### config.mk
export PLATFORM = sky130hd
export DESIGN_NAME = sar_adc_mc
export DESIGN_NICKNAME = d
export VERILOG_FILES = /design/src/rtl/sar_adc_mc.sv
export SDC_FILE = /design/constraint.sdc
export NUM_CORES = 1
export LEC_CHECK = 0
export ABC_AREA = 1
export BUFFER_PORTS_ARGS = -buffer_cell sky130_fd_sc_hd__buf_2
export CAP_MARGIN = 30
export CELL_PAD_IN_SITES_DETAIL_PLACEMENT = 0
export CELL_PAD_IN_SITES_GLOBAL_PLACEMENT = 2
export CORE_ASPECT_RATIO = 0.8
export CORE_UTILIZATION = 32
export DETAILED_ROUTE_END_ITERATION = 8
export HOLD_SLACK_MARGIN = 0.05
export PLACE_DENSITY = 0.8
export SKIP_CTS_REPAIR_TIMING = 1
export SLEW_MARGIN = 15
export SYNTH_ARGS = -nofsm -noshare
export SYNTH_HDL_FRONTEND = slang
export SYNTH_SLANG_ARGS = --single-unit
### constraint.sdc
create_clock -name clk -period 2.86 [get_ports clk]
set_input_delay 0.286 -clock clk [delete_from_list [all_inputs] [get_ports clk]]
set_output_delay 0.286 -clock clk [all_outputs]
set_load 0.03 [all_outputs]
### src/rtl/sar_adc_mc.sv
// rtl/sar_adc_mc.sv - multi-channel SAR converter with oversampling and round-robin scan
//
// Ports:
//   clk                   system clock, rising edge
//   reset                 asynchronous active-low reset
//   input_voltage_real    N_CH packed quantised inputs, channel k at [k*VIN_W +: VIN_W]
//   start                 conversion request, honoured only while idle
//   channel_sel           first channel to convert, captured with start
//   avg_log2              oversampling exponent (1/2/4/8 samples), captured with start
//   scan_mode             advance to the next channel after each result
//   busy                  high whenever a conversion or scan is in progress
//   eoc                   one-cycle result strobe
//   output_result_digital averaged result, held until the next eoc
//   output_channel        channel the held result belongs to
module sar_adc_mc #(
  parameter int N_CH   = 4,
  parameter int VIN_W  = 10,
  parameter int N_BITS = 10,
  parameter int CH_W   = $clog2(N_CH)
) (
  input  logic                   clk,
  input  logic                   reset,
  input  logic [N_CH*VIN_W-1:0]  input_voltage_real,
  input  logic                   start,
  input  logic [CH_W-1:0]        channel_sel,
  input  logic [1:0]             avg_log2,
  input  logic                   scan_mode,
  output logic                   busy,
  output logic                   eoc,
  output logic [N_BITS-1:0]      output_result_digital,
  output logic [CH_W-1:0]        output_channel
);

  localparam logic [1:0] S_IDLE    = 2'd0;
  localparam logic [1:0] S_SAMPLE  = 2'd1;
  localparam logic [1:0] S_CONVERT = 2'd2;
  localparam logic [1:0] S_ACCUM   = 2'd3;

  localparam int IDX_W = (N_BITS > 1) ? $clog2(N_BITS) : 1;
  // Eight full-scale samples need three extra bits.
  localparam int ACC_W = N_BITS + 3;
  localparam logic [CH_W-1:0] CH_LAST = CH_W'(N_CH - 1);

  logic [1:0]        state;
  logic [CH_W-1:0]   ch;
  logic [1:0]        avg;
  logic [ACC_W-1:0]  acc;
  logic [3:0]        cnt;
  logic [N_BITS-1:0] hold;
  logic [N_BITS-1:0] code;
  logic [IDX_W-1:0]  idx;

  // Top N_BITS of every channel; lower bits below the converter resolution are dropped.
  logic [N_BITS-1:0] ch_top [N_CH];
  for (genvar k = 0; k < N_CH; k++) begin : g_ch
    assign ch_top[k] = input_voltage_real[k*VIN_W + (VIN_W - N_BITS) +: N_BITS];
  end

  // Out-of-range channel requests fall back to channel 0.
  function automatic logic [CH_W-1:0] legal_ch(input logic [CH_W-1:0] s);
    legal_ch = '0;
    for (int k = 0; k < N_CH; k++) begin
      if (s == CH_W'(k)) legal_ch = s;
    end
  endfunction

  logic [N_BITS-1:0] trial;
  logic [ACC_W-1:0]  acc_next;
  logic [3:0]        cnt_next;
  logic              last_sample;
  logic [N_BITS-1:0] result_next;
  logic [CH_W-1:0]   ch_next;

  always_comb begin
    trial       = code | (N_BITS'(1) << idx);
    acc_next    = acc + ACC_W'(code);
    cnt_next    = cnt + 4'd1;
    last_sample = (cnt_next == (4'd1 << avg));
    result_next = N_BITS'(acc_next >> avg);
    ch_next     = (ch == CH_LAST) ? '0 : ch + CH_W'(1);
  end

  assign busy = (state != S_IDLE);

  always_ff @(posedge clk or negedge reset) begin
    if (!reset) begin
      state                 <= S_IDLE;
      ch                    <= '0;
      avg                   <= '0;
      acc                   <= '0;
      cnt                   <= '0;
      hold                  <= '0;
      code                  <= '0;
      idx                   <= '0;
      eoc                   <= 1'b0;
      output_result_digital <= '0;
      output_channel        <= '0;
    end else begin
      eoc <= 1'b0;
      case (state)
        S_IDLE: begin
          if (start) begin
            ch    <= legal_ch(channel_sel);
            avg   <= avg_log2;
            acc   <= '0;
            cnt   <= '0;
            state <= S_SAMPLE;
          end
        end
        S_SAMPLE: begin
          hold  <= ch_top[ch];
          code  <= '0;
          idx   <= IDX_W'(N_BITS - 1);
          state <= S_CONVERT;
        end
        S_CONVERT: begin
          if (hold >= trial) code <= trial;
          if (idx == '0) begin
            state <= S_ACCUM;
          end else begin
            idx <= idx - IDX_W'(1);
          end
        end
        default: begin  // S_ACCUM
          if (!last_sample) begin
            acc   <= acc_next;
            cnt   <= cnt_next;
            state <= S_SAMPLE;
          end else begin
            output_result_digital <= result_next;
            output_channel        <= ch;
            eoc                   <= 1'b1;
            acc                   <= '0;
            cnt                   <= '0;
            if (scan_mode) begin
              ch    <= ch_next;
              state <= S_SAMPLE;
            end else begin
              state <= S_IDLE;
            end
          end
        end
      endcase
    end
  end

endmodule

==> flow_metrics.env <==
export IMPL_nets=717
export IMPL_die_w_um=128
export IMPL_clock_latency_ns=0.33
export IMPL_postRouteAntennaNets=0
export IMPL_ys_types=32
export IMPL_p_sw_w=0.00255
export IMPL_start_kind="flip-flop"
export IMPL_ys_flop_type="dfrtp_1"
export IMPL_outcome="finished, final reports clean"
export IMPL_relSlewSlack_pct=52.4
export IMPL_drc=0
export IMPL_n_fill_cell=1337
export IMPL_dr_first_iter_drc_count=225
export IMPL_clk_pin_slew_ns=0.05
export IMPL_p_leak_nw=2.54
export IMPL_first_pass_iters=4
export IMPL_fmax_mhz=417
export IMPL_cts_buffer_depth=2
export IMPL_worstSetupPathType="flip-flop to flip-flop"
export IMPL_area_growth_pct=20.1
export IMPL_syn_avg_cell_area_um2=7.09
export IMPL_synth_seq_cells=60
export IMPL_swShare_pct=46.8
export IMPL_io_pins=62
export IMPL_period_needed_ns=2.40
export IMPL_grt_pass1_vias=3760
export IMPL_grt_max_degree=31
export IMPL_antenna_found_initial=0
export IMPL_gr_usage_all_layers_pct=19.1
export IMPL_routed_wl_mm=11.5
export IMPL_cts_sinks=60
export IMPL_initial_core_util_pct=33.1
export IMPL_layout_drive_gt1_share_pct=14.7
export IMPL_synth_fp_nets=652
export IMPL_setup_viol=0
export IMPL_power_frac_clock_pct=21.0
export IMPL_cts_buffers=9
export IMPL_path_cells="inv_1 > ha_1 > nand2_1 > o21ai_0 > inv_1 > ha_1 > nand2_1 > nor2_1 > o211ai_1 > nand4_1 > nand2_1 > a211oi_1"
export IMPL_worst_ep_required_time_ns=3.08
export IMPL_critPathBufInv=2
export IMPL_port_buffers=61
export IMPL_ir_worst_vdd_uv=362
export IMPL_root_buffer="clkbuf_16"
export IMPL_powerDensity_mw_per_mm2=1120
export IMPL_antennaDiodeCount=0
export IMPL_post_dp_hpwl_mm=9.09
export IMPL_crit_arrival_ns=2.62
export IMPL_fin_crit_sh_pct=83.8
export IMPL_rows=36
export IMPL_synth_area_top_cells="dfrtp_1 (37%), nand2_1 (15%), ha_1 (9.6%), o21ai_0 (6.7%), nor2_1 (6.4%)"
export IMPL_die_area_mm2=0.0131
export IMPL_synth_top_cell_by_area="dfrtp_1"
export IMPL_cap_viol_max_count=0
export IMPL_crit_fanout=10
export IMPL_grt_overflow_total=0
export IMPL_cp_common_cell="nand2_1"
export IMPL_cts_tree="done"
export IMPL_yosysTopAreaCellShare_pct=37.0
export IMPL_slew_violations=0
export IMPL_cpLargestDelayFamily="simple AND/OR/NAND/NOR gates"
export IMPL_core_area_mm2=0.0123
export IMPL_critPathMaxStageDelay_ns=0.41
export IMPL_wire_per_inst_um=14.1
export IMPL_slowest_stage="dfrtp_1"
export IMPL_via_per_inst=4.77
export IMPL_ys_warn_count=0
export IMPL_ys_seq_area_share_pct=37.0
export IMPL_fin_cells=812
export IMPL_hold_viol=0
export IMPL_pwr_share_seq_pct=27.1
export IMPL_netlist_instances=572
export IMPL_cts_max_level=3
export IMPL_worst_pin_slew_ns=0.714
export IMPL_place_congestion=0.817
export IMPL_vias=3872
export IMPL_setup_tns_final_ns=0
export IMPL_dp_cells=797
export IMPL_finalClockSkew_ns=0.00945
export IMPL_internal_power_w=0.00290
export IMPL_synth_async_reset_ratio_pct=100
export IMPL_synth_edf_count=0
export IMPL_crit_path_end_kind="flip-flop"
export IMPL_grt_pass1_wl_mm=19.1
export IMPL_syn_area_mm2=0.00405
export IMPL_p_comb_share_pct=51.9
export IMPL_die_height_um=103
export IMPL_rsz0062_at_grt="false"
export IMPL_hold_path_class="primary input to async pin"
## power by group through the flow
| stage | registers, W | clock network (W) | logic, W |
|---|---|---|---|
| 6_report | 0.00147 | 0.00115 | 0.00283 |
| 5_1_grt | 0.00152 | 0.00121 | 0.00327 |
| 4_1_cts | 0.00148 | 0.00118 | 0.00283 |
| 3_5_place_dp | 0.00149 | 0 | 0.00282 |
| 3_3_place_gp | 0.00147 | 0 | 0.00281 |
| 2_1_floorplan | 0.00151 | 0 | 0.00197 |
## path summary, 6_finish.rpt
| path | startpoint | to | slack [ns] | depth (start not counted) |
|---|---|---|---|---|
| max | idx[1] | code[1] | 0.46 | 12 |
| min | reset | idx[2] | 0.003 | 1 |
| max reg2reg | idx[1] | code[1] | 0.46 | 12 |
| min reg2reg | output_result_digital[7] | output_result_digital[7] | 0.48 | 2 |
| max in group asynchronous | reset | hold[8] | 2.13 | 2 |
| min in group clk | avg_log2[1] | avg[1] | 0.21 | 3 |
## Yosys cell counts, types with 2 or more instances
cell type / n
nand3_1: 40
or2_2: 4
buf_2: 3
and2_1: 2
a21oi_1: 24
o22ai_1: 5
mux2i_1: 2
o211ai_1: 4
a31oi_1: 9
a211oi_1: 2
nand2_2: 2
xnor2_1: 2
nand2_1: 160
dfrtp_1: 60
o21ai_0: 54
nor2_1: 69
buf_6: 2
xor2_1: 3
nand3_2: 2
ha_1: 31
nand4_1: 9
clkbuf_1: 10
inv_1: 64
## sequential cells by signal, indices dropped and copies added, names as in the netlist
signal / count
state: 2
cnt: 4
avg: 2
code: 10
output_channel: 2
output_result_digital: 10
ch: 2
eoc: 1
idx: 4
acc: 13
hold: 10
## layout by cell type, fill, tap and decap left out, types with 2 or more instances in the layout
| cell | netlist | routed |
|---|---|---|
| a211oi_1 | 2 | 2 |
| a21oi_1 | 24 | 24 |
| a31oi_1 | 9 | 9 |
| and2_1 | 2 | 2 |
| buf_2 | 3 | 61 |
| buf_4 | 0 | 9 |
| bufinv_16 | 0 | 2 |
| clkbuf_16 | 0 | 9 |
| clkinv_2 | 0 | 2 |
| dfrtp_1 | 60 | 60 |
| ha_1 | 31 | 31 |
| inv_1 | 64 | 64 |
| mux2i_1 | 2 | 2 |
| nand2_1 | 160 | 160 |
| nand2_2 | 2 | 2 |
| nand3_1 | 40 | 40 |
| nand3_2 | 2 | 2 |
| nand4_1 | 9 | 9 |
| nor2_1 | 69 | 69 |
| o211ai_1 | 4 | 4 |
| o21ai_0 | 54 | 54 |
| o22ai_1 | 5 | 5 |
| or2_2 | 4 | 4 |
| xnor2_1 | 2 | 2 |
| xor2_1 | 3 | 3 |
## layer usage
| layer | up-vias | GRT usage, % | share of wire (%) |
|---|---|---|---|
| met5 | - | 0 | 0 |
| met4 | 0 | 5.34 | 1.3 |
| met3 | 13 | 3.94 | 5.3 |
| met2 | 95 | 27.1 | 38 |
| met1 | 1768 | 29.1 | 55 |
| li1 | 1996 | - | - |
## final cells by class
class                      count  area (um2)  area share, %
tap                          171         214           4.40
sequential                    60        1500           30.8
multi-input combinational    432        2230           45.9
clock inverter                 5        77.6           1.59
inverter                      64         240           4.94
clock buffer                  10         229           4.70
timing repair buffer          70         373           7.66
## stage by stage
step / total power, W / utilization, % / setup WS, ns / cell area [um2] / hold WS [ns]
floorplan: 0.00348 / - / 0.845 / 4050 / -0.00959
global placement: 0.00429 / 37.2 / 0.628 / 4560 / 0.380
detailed placement: 0.00430 / 37.2 / 0.544 / 4560 / 0.388
CTS: 0.00549 / 39.7 / 0.501 / 4870 / 0.0370
global route: 0.00599 / 39.7 / 0.207 / 4870 / 0.0653
finish: 0.00545 / 39.7 / 0.464 / 4870 / 0.00318
## worst register-to-register path: stages (launching register included)
cell	delay (ns)
dfrtp_1	0.41
inv_1	0.15
ha_1	0.19
nand2_1	0.07
o21ai_0	0.15
inv_1	0.08
ha_1	0.31
nand2_1	0.08
nor2_1	0.14
o211ai_1	0.11
nand4_1	0.09
nand2_1	0.21
a211oi_1	0.30
## kinds of logic after synthesis
group / Yosys count / share of synthesized area, %
adder cells (fa/ha/maj): 32 / 10.1
buffers and inverters: 80 / 7.87
AND/OR/NAND/NOR: 292 / 30.0
multiplexers: 2 / 0.494
flip-flops: 60 / 37.0
XOR/XNOR: 5 / 1.08
AO/OA/AOI/OAI: 101 / 13.4
Power figures use the tool's default switching activity.
